`src/rtl/board_state_ctrl.sv`:
```
// board_state_ctrl: game-state stage upstream of the board renderer.
// Holds the 8x8 board with a registered read port, moves the select box,
// runs the pick/place move sequence, tracks the side to move, detects a
// king capture and issues one-cycle redraw requests.
// Ports:
//   clk, reset          clock, synchronous active-high reset
//   btn_up/dn/lt/rt     one-cycle cursor pulses (up/lt decrement y/x)
//   btn_sel             one-cycle pick/place pulse
//   view_x, view_y      renderer read address (column, row)
//   piece_read          registered piece code at (view_x, view_y)
//   box_x, box_y        select box position
//   src_valid, src_x/y  picked source square
//   current_player      1 = white to move, 0 = black to move
//   winning_msg         game over, current_player is the winner
//   render_busy         renderer is drawing
//   render_start        one-cycle redraw request
module board_state_ctrl (
    input  logic       clk,
    input  logic       reset,
    input  logic       btn_up,
    input  logic       btn_dn,
    input  logic       btn_lt,
    input  logic       btn_rt,
    input  logic       btn_sel,
    input  logic [2:0] view_x,
    input  logic [2:0] view_y,
    output logic [3:0] piece_read,
    output logic [2:0] box_x,
    output logic [2:0] box_y,
    output logic       src_valid,
    output logic [2:0] src_x,
    output logic [2:0] src_y,
    output logic       current_player,
    output logic       winning_msg,
    input  logic       render_busy,
    output logic       render_start
);

    localparam int unsigned COORD_W = 3;
    localparam int unsigned PIECE_W = 4;
    localparam int unsigned SQ_W    = 6;
    localparam int unsigned NUM_SQ  = 64;

    localparam logic [PIECE_W-1:0] BLACK_KING = PIECE_W'(6);
    localparam logic [PIECE_W-1:0] WHITE_KING = PIECE_W'(12);

    typedef enum logic [2:0] {
        S_PICK,
        S_PLACE,
        S_WRITE_DST,
        S_CLEAR_SRC,
        S_WIN
    } state_t;

    // Initial layout for square index {row, col}.
    function automatic logic [PIECE_W-1:0] init_piece(input logic [SQ_W-1:0] idx);
        logic [PIECE_W-1:0] back;
        case (idx[2:0])
            3'd0, 3'd7: back = PIECE_W'(4);
            3'd1, 3'd6: back = PIECE_W'(2);
            3'd2, 3'd5: back = PIECE_W'(3);
            3'd3:       back = PIECE_W'(5);
            default:    back = PIECE_W'(6);
        endcase
        case (idx[5:3])
            3'd0:    init_piece = back;
            3'd1:    init_piece = PIECE_W'(1);
            3'd6:    init_piece = PIECE_W'(7);
            3'd7:    init_piece = back + PIECE_W'(6);
            default: init_piece = '0;
        endcase
    endfunction

    logic [PIECE_W-1:0] board [NUM_SQ];

    state_t             state, state_next;
    logic [COORD_W-1:0] box_x_next, box_y_next;
    logic [COORD_W-1:0] src_x_next, src_y_next;
    logic [COORD_W-1:0] dst_x, dst_y, dst_x_next, dst_y_next;
    logic               src_valid_next;
    logic               current_player_next;
    logic               winning_msg_next;
    logic [PIECE_W-1:0] captured, captured_next;
    logic               pending, pending_next;
    logic               render_start_next;
    logic               redraw_event;

    logic               wr_en;
    logic [SQ_W-1:0]    wr_addr;
    logic [PIECE_W-1:0] wr_data;

    logic [PIECE_W-1:0] box_piece;
    logic [PIECE_W-1:0] src_piece;
    logic               box_owned;
    logic [2:0]         dir_count;
    logic               cursor_ok;

    assign box_piece = board[{box_y, box_x}];
    assign src_piece = board[{src_y, src_x}];
    assign box_owned = current_player ? (box_piece >= PIECE_W'(7) && box_piece <= PIECE_W'(12))
                                      : (box_piece >= PIECE_W'(1) && box_piece <= PIECE_W'(6));
    assign dir_count = 3'(btn_up) + 3'(btn_dn) + 3'(btn_lt) + 3'(btn_rt);
    assign cursor_ok = (state == S_PICK || state == S_PLACE) && (dir_count == 3'd1);

    // State and datapath registers.
    always_ff @(posedge clk) begin
        if (reset) begin
            state          <= S_PICK;
            box_x          <= '0;
            box_y          <= '0;
            src_x          <= '0;
            src_y          <= '0;
            dst_x          <= '0;
            dst_y          <= '0;
            src_valid      <= 1'b0;
            current_player <= 1'b1;
            winning_msg    <= 1'b0;
            captured       <= '0;
            pending        <= 1'b1;
            render_start   <= 1'b0;
            piece_read     <= '0;
            for (int i = 0; i < NUM_SQ; i++) begin
                board[i] <= init_piece(SQ_W'(i));
            end
        end else begin
            state          <= state_next;
            box_x          <= box_x_next;
            box_y          <= box_y_next;
            src_x          <= src_x_next;
            src_y          <= src_y_next;
            dst_x          <= dst_x_next;
            dst_y          <= dst_y_next;
            src_valid      <= src_valid_next;
            current_player <= current_player_next;
            winning_msg    <= winning_msg_next;
            captured       <= captured_next;
            pending        <= pending_next;
            render_start   <= render_start_next;
            // Read samples the pre-write contents, so a same-cycle write returns old data.
            piece_read     <= board[{view_y, view_x}];
            if (wr_en) begin
                board[wr_addr] <= wr_data;
            end
        end
    end

    // Next-state, cursor, move sequencing and redraw handshake.
    always_comb begin
        state_next          = state;
        box_x_next          = box_x;
        box_y_next          = box_y;
        src_x_next          = src_x;
        src_y_next          = src_y;
        dst_x_next          = dst_x;
        dst_y_next          = dst_y;
        src_valid_next      = src_valid;
        current_player_next = current_player;
        winning_msg_next    = winning_msg;
        captured_next       = captured;
        redraw_event        = 1'b0;
        wr_en               = 1'b0;
        wr_addr             = '0;
        wr_data             = '0;

        // Single-direction cursor move with saturation at the board edges.
        if (cursor_ok) begin
            if (btn_up && box_y != '0) begin
                box_y_next   = box_y - COORD_W'(1);
                redraw_event = 1'b1;
            end
            if (btn_dn && box_y != '1) begin
                box_y_next   = box_y + COORD_W'(1);
                redraw_event = 1'b1;
            end
            if (btn_lt && box_x != '0) begin
                box_x_next   = box_x - COORD_W'(1);
                redraw_event = 1'b1;
            end
            if (btn_rt && box_x != '1) begin
                box_x_next   = box_x + COORD_W'(1);
                redraw_event = 1'b1;
            end
        end

        case (state)
            S_PICK: begin
                if (btn_sel && box_owned) begin
                    src_x_next     = box_x;
                    src_y_next     = box_y;
                    src_valid_next = 1'b1;
                    redraw_event   = 1'b1;
                    state_next     = S_PLACE;
                end
            end
            S_PLACE: begin
                if (btn_sel) begin
                    if (box_x == src_x && box_y == src_y) begin
                        src_valid_next = 1'b0;
                        redraw_event   = 1'b1;
                        state_next     = S_PICK;
                    end else if (box_owned) begin
                        src_x_next   = box_x;
                        src_y_next   = box_y;
                        redraw_event = 1'b1;
                    end else begin
                        dst_x_next    = box_x;
                        dst_y_next    = box_y;
                        captured_next = box_piece;
                        state_next    = S_WRITE_DST;
                    end
                end
            end
            S_WRITE_DST: begin
                wr_en      = 1'b1;
                wr_addr    = {dst_y, dst_x};
                wr_data    = src_piece;
                state_next = S_CLEAR_SRC;
            end
            S_CLEAR_SRC: begin
                wr_en          = 1'b1;
                wr_addr        = {src_y, src_x};
                wr_data        = '0;
                src_valid_next = 1'b0;
                redraw_event   = 1'b1;
                if (captured == BLACK_KING || captured == WHITE_KING) begin
                    winning_msg_next = 1'b1;
                    state_next       = S_WIN;
                end else begin
                    current_player_next = ~current_player;
                    state_next          = S_PICK;
                end
            end
            S_WIN: begin
                state_next = S_WIN;
            end
            default: begin
                state_next = S_PICK;
            end
        endcase

        // A request goes out when the renderer is idle; a same-cycle event re-arms it.
        render_start_next = pending & ~render_busy;
        pending_next      = redraw_event | (pending & render_busy);
    end

endmodule

```
`config.mk`:
```
export PLATFORM = sky130hd
export DESIGN_NAME = board_state_ctrl
export DESIGN_NICKNAME = d
export VERILOG_FILES = /design/src/rtl/board_state_ctrl.sv
export SDC_FILE = /design/constraint.sdc
export NUM_CORES = 1
export LEC_CHECK = 0
export ABC_AREA = 1
export CAP_MARGIN = 10
export CORE_MARGIN = 10
export CORE_UTILIZATION = 43
export DETAILED_ROUTE_END_ITERATION = 10
export PLACE_DENSITY = 0.55
export SYNTH_ARGS = -nofsm -noshare
export SYNTH_HDL_FRONTEND = slang
export SYNTH_SLANG_ARGS = --single-unit
```
`constraint.sdc`:
```
create_clock -name clk -period 2.6 [get_ports clk]
set_input_delay 0.52 -clock clk [delete_from_list [all_inputs] [get_ports clk]]
set_output_delay 0.52 -clock clk [all_outputs]
set_load 0.02 [all_outputs]
```
==> flow_summary_export.csv, run 1 <==
group,metric,value,unit
outcome,status,"finished, violations left",
outcome,violations,"negative setup slack",
sta,drv_slew,0,
final_layout,final-seq-area,8500,um2
place,place_inst,3332,
synthesis,ys_seq_area_frac,0.444,
place,gp_congestion,0.970,
place,portBuffers,33,
clocking,cts_sinks,296,
synthesis,synth_top_cells_by_count,"nand2_1, nor2_1, o21ai_0",
sta,period_share,1.04,
place,dp_hpwl,55900,um
drt,vias,20832,
final_layout,synthToLayoutAreaGrowth,34.9,%
floorplanning,start_util,0.434,
critical_path,cp.arrival,3.20,ns
final_layout,multi_input_area,9860,um2
drt,wirelength,86400,um
global_route,grt_overflow,0,
floorplanning,die-area,53300,um2
synthesis,syn-cell-area,19100,um2
synthesis,yosysWarnings,0,
sta,fin_skew,0.0238,ns
floorplanning,std_cell_rows,77,
sta,rsz0062_at_grt,"true",
power_and_ir_drop,p_leak,9.93,nW
clocking,numCtsBuffers,36,
final_layout,nets,2868,
synthesis,synth_top_area_cell,"edfxtp_1",
synthesis,async_flop_share,0,
sta,worst_hold_slack,0.451,ns
final_layout,fin_util,0.585,
global_route,grt_max_degree,54,
critical_path,worstSetupStartpointType,"flop",
clocking,root_buffer,"clkbuf_16",
critical_path,critPathKind,"flop to flop",
power_and_ir_drop,ir_worst_vdd,531,uV
drt,drcViolationCount,0,
sta,worst_pin_slew,0.770,ns
floorplanning,die_w,231,um
synthesis,ys.flop_type,"edfxtp_1",
sta,final-setup-viol-count,34,
sta,finalSetupTns,-1.52,ns
place,place_area,22000,um2
clocking,clkTransAtPathRegs,0.06,ns
final_layout,num_antenna_cells,0,
critical_path,crit_path_max_fanout,9,
global_route,grt_use_total,0.303,
clocking,cts_hold_buffers,0,
sta,hold_viol,0,
sta,slew_headroom,0.486,
critical_path,reg2reg_depth,24,
synthesis,yosysUniqueCellTypes,48,
clocking,cts_buffer_depth,3,
drt,drtIter0Drc,3043,
drt,viasPerCell,6.01,
power_and_ir_drop,power,18.6,mW
run,maxCapViolCount,0,
drt,dr.pass1.iters,6,
floorplanning,core-area,44000,um2
synthesis,yosysMostFrequentCell,"nand2_1",
critical_path,cp-end-kind,"flop",
floorplanning,die_h,231,um
power_and_ir_drop,power_density,721,nW/um2
min_path,whs_path_depth,2,
global_route,antenna_found_initial,0,
synthesis,synth-seq-cells,296,
min_path,hold_class,"flop to flop",
synthesis,avgSynthCellArea,7.31,um2
synthesis,syn_nets,2634,
sta,fin_ws,-0.101,ns
final_layout,nFillCells,3994,
place,place_ws,-0.304,ns
sta,clock.fmax,370,MHz
final_layout,final_cell_area,25800,um2
synthesis,synth_area_leaders,"edfxtp_1, nand2_1, nor2_1",
clocking,clock_latency,0.57,ns
global_route,grt_pass1_vias,19095,
final_layout,layout-drive-gt1-share,0.243,
drt,ant_nets,0,
synthesis,synth_edf_count,256,
sta,period_minus_slack,2.70,ns
synthesis,synth.top_cell.area_share,0.402,
critical_path,worstPathRequired,3.10,ns
global_route,grt_pass1_wl,122000,um
drt,wl_per_cell,24.9,um
synthesis,syn_inst,2615,
clocking,h-tree-depth,2,
floorplanning,num_io_pins,34,
final_layout,stdcell_count,3469,
clocking,cts_tree,"yes",
[cells in the final DEF, fill, tap and decap left out, types with 13 or more instances in the layout]
cell type        Yosys  layout
nand2_1            538     489
clkdlybuf4s50_1      0      32
buf_6               18      21
clkbuf_16            0      51
nor2_2               3      58
inv_1              225     212
o21ai_0            309     266
edfxtp_1           256     256
nand2_2              2      42
buf_4                5     234
buf_12               0      63
a21oi_1            181     167
inv_2               14      23
nor2_1             431     357
nand3_1            213     149
o21ai_1             23      50
nand3_2              1      61
o211ai_1            82      82
buf_16               0      22
nor2_4               2      21
clkbuf_1           114      13
dfxtp_1             40      36
o21ai_2              2      16
[cell type report]
cell class | instances | area share
multi-input combinational | 1879 | 0.383
tap | 592 | 0.0287
timing repair inverter | 2 | 0.000583
clock buffer | 53 | 0.0394
inverter | 244 | 0.0371
clock inverter | 13 | 0.00374
sequential | 296 | 0.330
timing repair buffer | 390 | 0.178
[layer usage]
layer,wire length [um],vias to the layer above,GRT usage,share of wire
met5,0,-,0,0
met3,9570,320,0.0585,0.11
li1,-,9304,-,-
met4,5290,0,0.148,0.061
met1,33200,9791,0.393,0.38
met2,38400,1417,0.477,0.44
[worst paths after layout]
kind,start,endpoint,slack (ns)
worst min register to register,winning_msg,winning_msg,0.45
worst max-delay path,box_x[0],dst_x[2],-0.10
worst min-delay path,winning_msg,winning_msg,0.45
worst max register to register,box_x[0],dst_x[2],-0.10
[cells by family (layout without fill, tap and decap cells)]
kind of cell / count (synthesis) / in the layout / share of synthesized area
AOI/OAI and AO/OA: 667 / 667 / 0.197
xor gates and xnor gates: 2 / 2 / 0.000917
adders and majority gates: 5 / 5 / 0.00445
buffers and inverters: 441 / 702 / 0.0992
DFF: 296 / 296 / 0.444
and+or+nand+nor: 1204 / 1205 / 0.254
[where the power goes]
| group | switching [mW] | internal (mW) |
|---|---|---|
| Combinational | 4.90 | 3.16 |
| Sequential | 0.250 | 5.39 |
| Clock | 2.05 | 2.82 |
[critical path, cell delays in order, from the launching register on]
cell,delay (ns)
dfxtp_4,0.43
buf_12,0.18
inv_16,0.06
buf_12,0.14
buf_6,0.14
nand2_1,0.07
o211ai_2,0.07
nand3_1,0.07
nand3_1,0.08
nand2_2,0.12
nand2_1,0.08
nand2_2,0.09
inv_1,0.04
nand2_1,0.08
nand2_1,0.06
nand2_1,0.05
nand2_1,0.06
nand2_2,0.07
nand2_4,0.07
buf_6,0.12
nor2_4,0.13
buf_6,0.13
buf_16,0.12
o21ai_2,0.05
a21oi_1,0.11
[flip-flops by register name (all words and copies together), names as in the netlist, 3 cells and up, named ones only]
signal and count:
box_y 3, src_y 3, src_x 3, board 256
dst_x 3, dst_y 3, captured 4, piece_read 4
box_x 3, state 3
[timing repair]
item,in CTS,in global routing
buffers inserted,25,18
setup endpoints to repair,396,452
gates cloned,22,16
pin swaps,34,63
hold endpoints to repair,0,0
gates resized for setup,187,236
No activity file was read; power rests on OpenSTA's default activity.
==> inputs of run 2 (changes only) <==
PLACE_DENSITY = 0.58   (was 0.55)
clock period = 2.4 ns   (was 2.6 ns; I/O delays follow)
==> flow_summary_export.csv, run 2 (synthesized netlist as in run 1, its figures left out) <==
group,metric,value,unit
critical_path,critPathKind,"flop to flop",
final_layout,multi_input_area,11200,um2
power_and_ir_drop,p_int,12.7,mW
sta,finalSetupTns,-63.57,ns
floorplanning,die_h,231,um
final_layout,nets,2935,
sta,slew_headroom,0.534,
final_layout,nFillCells,3715,
critical_path,cp.arrival,3.09,ns
final_layout,mostFrequentLayoutCells,"nand2_1, buf_4, edfxtp_1",
clocking,clock_latency,0.58,ns
clocking,numCtsBuffers,36,
global_route,antenna_found_initial,4,
clocking,cts_tree,"yes",
clocking,cts_buffer_depth,3,
power_and_ir_drop,power,20.9,mW
final_layout,reg_top3,"board: 256 flops, captured: 4 flops, piece_read: 4 flops",
critical_path,r2r_slack,-0.37,ns
final_layout,largest_register,"board",
power_and_ir_drop,ir_worst_vdd,705,uV
final_layout,layout-drive-gt1-share,0.330,
sta,fin_ws,-0.369,ns
final_layout,layout_commonest_cell,"nand2_1",
place,place_ws,-0.453,ns
global_route,grt_max_degree,48,
critical_path,cp-end-kind,"flop",
place,gp_congestion,1.02,
power_and_ir_drop,p_comb_frac,0.449,
sta,hold_viol,0,
run,maxCapViolCount,0,
final_layout,synthToLayoutAreaGrowth,46.3,%
sta,final-setup-viol-count,335,
clocking,clkTransAtPathRegs,0.06,ns
floorplanning,core-area,44000,um2
floorplanning,die-area,53300,um2
global_route,grt_pass1_vias,19220,
global_route,grt_use_total,0.302,
drt,drtIter0Drc,3176,
place,portBuffers,33,
critical_path,reg2reg_depth,15,
place,place_area,22300,um2
sta,clock.fmax,361,MHz
outcome,status,"finished, violations left",
final_layout,final-seq-area,8500,um2
clocking,root_buffer,"clkbuf_16",
floorplanning,die_w,231,um
floorplanning,num_io_pins,34,
drt,wirelength,90900,um
global_route,grt_overflow,0,
power_and_ir_drop,switching_share,0.391,
power_and_ir_drop,pwr-share-clk,0.259,
sta,fin_skew,0.0204,ns
place,dp_hpwl,56900,um
power_and_ir_drop,p_switching,8.17,mW
floorplanning,std_cell_rows,77,
drt,wl_per_cell,25.7,um
critical_path,crit_path_max_fanout,8,
sta,drv_slew,0,
min_path,holdPathEnd,"winning_msg",
sta,worst_hold_slack,0.463,ns
power_and_ir_drop,p_leak,10.5,nW
drt,viasPerCell,6.08,
power_and_ir_drop,power_density,748,nW/um2
sta,period_minus_slack,2.77,ns
critical_path,worstSetupStartpointType,"flop",
clocking,h-tree-depth,2,
drt,dr.pass1.iters,6,
global_route,grt_pass1_wl,122000,um
drt,vias,21499,
final_layout,final_cell_area,28000,um2
power_and_ir_drop,seqPwrFrac,0.292,
final_layout,largest_reg_flops,256,
critical_path,worstPathRequired,2.72,ns
sta,period_share,1.15,
critical_path,timing.rr.end,"board[52][3]",
clocking,cts_sinks,296,
min_path,hold_class,"flop to flop",
min_path,hp-start,"winning_msg",
sta,rsz0062_at_grt,"true",
drt,drcViolationCount,0,
min_path,whs_path_depth,2,
drt,ant_nets,0,
outcome,violations,"negative setup slack",
sta,worst_pin_slew,0.699,ns
floorplanning,start_util,0.434,
clocking,cts_hold_buffers,0,
## run 2: per-stage QoR
step                       util  instances
after CTS                 0.560       3476
after floorplan               -       2615
after detailed placement  0.506       3369
after global routing      0.635       3535
after global placement    0.506       3369
final                     0.635       3536
## run 2: layout make-up
type | instances | share of cell area
multi-input combinational | 1880 | 0.401
sequential | 296 | 0.304
timing repair buffer | 458 | 0.192
clock buffer | 51 | 0.0361
inverter | 244 | 0.0348
tap | 592 | 0.0265
clock inverter | 14 | 0.00497
antenna | 1 | 0.0000895
## run 2: per-layer routing
metal,part of all wire,GRT usage
met5,0.00025,0
met4,0.064,0.153
met3,0.12,0.0638
met2,0.44,0.460
met1,0.37,0.400
## run 2: power groups by stage
stage	Combinational [mW]	Sequential (mW)	Clock, mW
after CTS	7.40	6.10	5.43
after detailed placement	6.45	6.17	0
after global placement	6.41	6.18	0
final	9.38	6.11	5.41
after floorplan	3.61	6.14	0
after global routing	9.74	6.13	5.63
## run 2: worst max-delay path: stages, from the launching register on
cell,delay (ns)
dfxtp_4,0.43
clkinv_8,0.11
buf_6,0.13
buf_6,0.12
buf_16,0.14
nor2_4,0.09
nor2_2,0.05
a21oi_2,0.13
a21oi_1,0.08
o21ai_1,0.12
nand3_2,0.12
and3_4,0.23
o21ai_4,0.27
buf_12,0.22
clkbuf_16,0.21
nor2_2,0.04
## run 2: worst max-delay path by stage
stage | from | end | slack (ns) | cells after the start
2_1_floorplan | box_x[0] | flop | 0.07 | 21
3_3_place_gp | btn_up | box_x[2] | -0.53 | 12
3_5_place_dp | btn_up | box_x[2] | -0.45 | 12
4_1_cts | box_x[0] | state[0] | -0.23 | 22
5_1_grt | box_x[0] | flop | -0.45 | 21
6_report | flop | board[52][3] | -0.37 | 15
## run 2: repair_timing
action	CTS	global route
pin swaps	28	85
gates cloned	17	37
hold endpoints to repair	0	0
gates resized for setup	133	696
endpoints found under the setup margin	494	501
buffers inserted	26	33
